--- src/rtl/time_gen.sv ---
// time_gen: timebase for the alarm-clock datapath.
// Divides clk256 into single-cycle one_second and one_minute strobes.
// fast_mode turns every second into a minute for demo/test acceleration.
// Optional build macro TIME_GEN_HOUR_EN adds a minutes counter and a
// one_hour strobe coincident with the minute strobe that wraps it.
module time_gen #(
    parameter int CLK_HZ        = 256,
    parameter int SECS_PER_MIN  = 60
`ifdef TIME_GEN_HOUR_EN
    ,
    parameter int MINS_PER_HOUR = 60
`endif
) (
    input  logic clk256,
    input  logic reset,       // asynchronous, active-low
    input  logic fast_mode,
    output logic one_second,
    output logic one_minute
`ifdef TIME_GEN_HOUR_EN
    ,
    output logic one_hour
`endif
);

    localparam int TICK_W = $clog2(CLK_HZ);
    localparam int SEC_W  = $clog2(SECS_PER_MIN);

    logic [TICK_W-1:0] tick_q, tick_d;
    logic [SEC_W-1:0]  sec_q, sec_d;
    logic              tick_wrap;
    logic              sec_pulse_d, min_pulse_d;
    logic              one_second_q, one_minute_q;

    // Prescaler and seconds counter next-state; strobes are decided here and
    // registered below so both outputs come straight from flops.
    always_comb begin
        tick_wrap   = (tick_q == TICK_W'(CLK_HZ - 1));
        tick_d      = tick_wrap ? '0 : tick_q + 1'b1;
        sec_pulse_d = tick_wrap;
        sec_d       = sec_q;
        min_pulse_d = 1'b0;
        if (fast_mode) begin
            // Seconds held at 0 so a later return to normal mode restarts
            // a full minute from the last fast strobe.
            sec_d       = '0;
            min_pulse_d = tick_wrap;
        end else if (tick_wrap) begin
            if (sec_q == SEC_W'(SECS_PER_MIN - 1)) begin
                sec_d       = '0;
                min_pulse_d = 1'b1;
            end else begin
                sec_d = sec_q + 1'b1;
            end
        end
    end

    // Counter and strobe registers; reset clears everything immediately.
    always_ff @(posedge clk256 or negedge reset) begin
        if (!reset) begin
            tick_q       <= '0;
            sec_q        <= '0;
            one_second_q <= 1'b0;
            one_minute_q <= 1'b0;
        end else begin
            tick_q       <= tick_d;
            sec_q        <= sec_d;
            one_second_q <= sec_pulse_d;
            one_minute_q <= min_pulse_d;
        end
    end

    assign one_second = one_second_q;
    assign one_minute = one_minute_q;

`ifdef TIME_GEN_HOUR_EN
    localparam int MIN_W = $clog2(MINS_PER_HOUR);

    logic [MIN_W-1:0] min_q, min_d;
    logic             hour_pulse_d;
    logic             one_hour_q;

    // Minutes counter advances on every minute strobe, fast-mode ones included.
    always_comb begin
        min_d        = min_q;
        hour_pulse_d = 1'b0;
        if (min_pulse_d) begin
            if (min_q == MIN_W'(MINS_PER_HOUR - 1)) begin
                min_d        = '0;
                hour_pulse_d = 1'b1;
            end else begin
                min_d = min_q + 1'b1;
            end
        end
    end

    // Minutes counter and hour strobe registers.
    always_ff @(posedge clk256 or negedge reset) begin
        if (!reset) begin
            min_q      <= '0;
            one_hour_q <= 1'b0;
        end else begin
            min_q      <= min_d;
            one_hour_q <= hour_pulse_d;
        end
    end

    assign one_hour = one_hour_q;
`endif

endmodule

--- config.mk ---
export PLATFORM = sky130hd
export DESIGN_NAME = time_gen
export DESIGN_NICKNAME = d
export VERILOG_FILES = /design/src/rtl/time_gen.sv
export SDC_FILE = /design/constraint.sdc
export NUM_CORES = 1
export LEC_CHECK = 0
export CAP_MARGIN = 15
export CORE_MARGIN = 2
export CORE_UTILIZATION = 40
export DETAILED_ROUTE_END_ITERATION = 12
export GPL_ROUTABILITY_DRIVEN = 0
export RECOVER_POWER = 25
export SLEW_MARGIN = 40
export SYNTH_ARGS = -nofsm -noshare
export SYNTH_HDL_FRONTEND = slang
export SYNTH_SLANG_ARGS = --single-unit
--- constraint.sdc ---
create_clock -name clk256 -period 2.24 [get_ports clk256]
set_input_delay 0.336 -clock clk256 [delete_from_list [all_inputs] [get_ports clk256]]
set_output_delay 0.336 -clock clk256 [all_outputs]
set_load 0.005 [all_outputs]
# Word-level counts from Yosys, hierarchy flattened
# Index checks and enable logic that the tools add are counted.
# totals
output_inout_bits,2
latchBits,0
regBits,16
wordCells,16
ram_bits,0
memories,0
mem_bits_ro,0
# op_classes
reduce_logical,1
n_div,0
add_sub_neg,2
multipliers,0
order_cmp,0
mux,7
eq_ne,2
bitwise,0
shifts,0
# op_table
cell,n
6-bit 2-to-1 mux,3
8-bit by 1-bit adder with 8-bit output (second input constant),1
8-bit == test (second input constant),1
8-bit 2-to-1 mux,1
6-bit by 1-bit adder with 6-bit output (second input constant),1
6-bit == test (second input constant),1
1-bit 2-to-1 mux,3
2-bit nonzero test,1

# Longest topological paths before layout
# logic_depth
word_depth,4
mapped_depth,6
ltp_nobuf,6

# Worst setup path after synthesis
# OpenSTA, ideal clock, no wires.
# synth_timing
path_kind,flip-flop to flip-flop
startpoint,reg tick_q[0]
endpoint,reg sec_q[5]
arrival_ns,1.471
required_time_ns,2.171
stages_incl_launch_ff,6
setup_slack_ns,0.700
cell_sequence,dfrtp_1 -> ha_1 -> and3_2 -> nand2_4 -> or4_1 -> nand3_1
# synth_via
elab_chain_len,2
# synth_lines
item,line,rtl
start: declaration,28,"logic [TICK_W-1:0] tick_q, tick_d;"
start signal: assignment,65,tick_q <= tick_d;
8-bit == test,37,tick_wrap = (tick_q == TICK_W'(CLK_HZ - 1));
2-bit nonzero test (no line),--,
end signal: assignment,61,sec_q <= '0;
end signal: assignment,66,sec_q <= sec_d;
end: declaration,29,"logic [SEC_W-1:0] sec_q, sec_d;"
# No other way between the ends.
# A chain may end at the register's enable or synchronous reset.

# Final worst setup path
# Ends and elaborated chain as after synthesis.

==> impl_metrics.py <==
metrics = {
    "outcome": {
        "status": "finished, final reports clean",
    },
    "floorplanning": {
        "coreArea_mm2": 0.001708,
        "die_w_um": 46.60,
        "dieArea_mm2": 0.002171,
        "num_rows": 15,
        "die_height_um": 46.60,
        "initial_utilization_pct": 42.49,
        "ios": 5,
    },
    "clocking": {
        "htreeDepth": 1,
        "clk_latency_ns": 0.29,
        "hold_buffers": 0,
        "cts_resized": 0,
        "clock_sinks": 16,
        "cts-root-buf": "clkbuf_4",
        "clk_pin_slew_worst_paths_ns": 0.10,
        "postCtsSetupBuffers": 0,
        "clk_path_buf_depth": 2,
        "tritoncts": "done",
        "cts-buffers-inserted": 3,
    },
    "run": {
        "maxCapViolations": 0,
    },
    "power": {
        "irDropWorstVdd_mv": 0.3246,
        "comb_power_share_pct": 3.1,
        "p_leak_nw": 0.3773,
        "switching_share_pct": 21.17,
        "p_seq_share_pct": 58.7,
        "finalPower_mw": 0.5027,
        "intPower_mw": 0.3963,
        "p_sw_mw": 0.1064,
        "power_density_mw_per_mm2": 603.3,
        "p_clk_share_pct": 38.2,
    },
    "setup_path": {
        "cp_max_fo": 9,
        "crit_chain": "ha_1 -> and3_2 -> nand2_4 -> or4_1 -> nand3_1",
        "start_kind": "flip-flop",
        "required_ns": 2.47,
        "cpPeakStageDelay_ns": 0.47,
        "crit_path_top_delay_cell": "or4_1",
        "crit_type": "reg -> reg",
        "crit_path_end_kind": "flip-flop",
        "arrival_ns": 1.91,
    },
    "timing": {
        "tns_ns": 0,
        "fin_crit_ns": 1.682,
        "final-hold-violation-count": 0,
        "post-route-period-util_pct": 75.09,
        "worst_pin_slew_ns": 0.7345,
        "rsz0062_at_grt": "false",
        "holdWs_ns": 0.4794,
        "maxSlewViolCount": 0,
        "slew_headroom_pct": 50.87,
        "skew_ns": 0.008921,
        "setup_violations": 0,
        "clock.fmax_mhz": 594.5,
    },
    "yosys": {
        "synth_top_area_cell": "dfrtp_1",
        "avgSynthCellArea_um2": 10.83,
        "synth_cells": 67,
        "yosys-top-cells-area": "dfrtp_1, nand3_1, a21oi_1",
        "syn_area_um2": 725.7,
        "synth_nets": 72,
        "yosysSeqAreaShare_pct": 55.17,
        "synth_top_area_share_pct": 55.17,
        "yosysUniqueCellTypes": 21,
        "synth-seq-cells": 16,
        "yosys_warnings": 0,
    },
    "global_route": {
        "grt_pass1_vias": 511,
        "grt_pass1_wl_um": 2083,
        "gr-total-overflow": 0,
        "grtUsageTotal_pct": 14.17,
        "grt_max_degree": 17,
        "grt_antenna_before_repair": 0,
    },
    "placement": {
        "hpwl_um": 856.5,
        "port_buffers": 4,
        "dp_cells": 96,
    },
    "final_layout": {
        "final_common_cell": "dfrtp_1",
        "num-nets-final": 81,
        "n_antenna_cell": 0,
        "drive_above_1_share_pct": 10.67,
        "layout_common_cells": "dfrtp_1, nand3_1, a21oi_1, nand2_1",
        "layout.cells.non_filler": 100,
        "syn2layout_area_growth_pct": 14.83,
    },
    "detailed_routing": {
        "drt_first_iter_violations": 5,
        "met2_length_um": 503,
        "drc": 0,
        "drt_first_pass_iters": 4,
        "routed.top_layer": "met4",
        "met3_length_um": 35,
        "routedWlPerCell_um": 12.08,
        "vias": 519,
        "drt-total-wl_um": 1208,
        "vias_per_cell": 5.190,
        "antenna_left": 0,
        "met1_length_um": 637,
    },
    "min_path": {
        "hold_path.class": "reg -> reg",
    },
}
==> cell type report <==
cell class	instances	area, µm²
Fill cell	153	874.6
Sequential cell	16	400.4
Multi-Input combinational cell	50	321.6
Timing Repair Buffer	4	40.04
Clock buffer	4	36.28
Tap cell	25	31.28
Inverter	1	3.754
==> power by group through the flow <==
stage | Combinational, mW | Clock [mW] | Sequential (mW)
after CTS | 0.0165 | 0.199 | 0.295
final | 0.0157 | 0.192 | 0.295
after floorplan | 0.00506 | 0 | 0.300
after global routing | 0.0180 | 0.207 | 0.295
after global placement | 0.0164 | 0 | 0.301
after detailed placement | 0.0164 | 0 | 0.301
==> cells by family (layout without fill, tap and decap cells) <==
logic type               count (synthesis)  in the layout  synth area share (%)
AND/OR/NAND/NOR                         28             28                 22.93
AO/OA/AOI/OAI                           16             16                 13.10
flip-flops                              16             16                 55.17
XOR/XNOR                                 4              4                 4.828
adder cells (fa/ha/maj)                  2              2                 3.448
buffers and inverters                    1              9                0.5167
==> synth_stat cells <==
| library cell | instances |
|---|---|
| and4_4 | 1 |
| and4b_1 | 1 |
| and3_2 | 2 |
| nand3_1 | 7 |
| o31ai_1 | 4 |
| or4_1 | 1 |
| xor2_1 | 2 |
| o211ai_1 | 1 |
| xnor2_1 | 2 |
| dfrtp_1 | 16 |
| a21o_1 | 1 |
| nor2b_1 | 1 |
| nand2_1 | 5 |
| nor2_1 | 4 |
| a21oi_1 | 6 |
| ha_1 | 2 |
| nand3b_1 | 4 |
| inv_1 | 1 |
| nand2_4 | 1 |
| o21ai_0 | 4 |
| nand4_1 | 1 |
==> worst max-delay path, delay by kind of cell (launching register included) <==
kind                     cells  cell delay (ns)
flip-flops                   1             0.45
AND/OR/NAND/NOR              4             0.91
adder cells (fa/ha/maj)      1             0.27
==> metrics by stage <==
stage	area [µm²]	util, %	setup WS [ns]
after CTS	833.3	48.79	0.5536
final	833.3	48.79	0.5580
after global placement	797.0	46.67	0.5729
after detailed placement	797.0	46.67	0.5781
after floorplan	725.7	-	0.7002
after global routing	833.3	48.79	0.4042
==> routing by layer <==
layer	track usage [%]	up-vias
met5	0	-
met4	10.29	0
met3	3.529	4
met2	20.83	6
met1	17.75	246
li1	-	263
==> sequential cells by signal, indices dropped and copies added, names as in the netlist <==
register	cells
tick_q	8
one_minute	1
sec_q	6
one_second	1
==> worst paths after layout <==
kind	from	to	slack, ns	cells past startpoint
worst max-delay path	tick_q[0]	sec_q[5]	0.56	5
worst min-delay path	tick_q[7]	tick_q[7]	0.48	1
worst max register to register	tick_q[0]	sec_q[5]	0.56	5
worst min register to register	tick_q[7]	tick_q[7]	0.48	1
max in group asynchronous	reset	tick_q[6]	1.23	1
min in group asynchronous	reset	one_second	0.54	1
(Power assumes the default switching activity.)
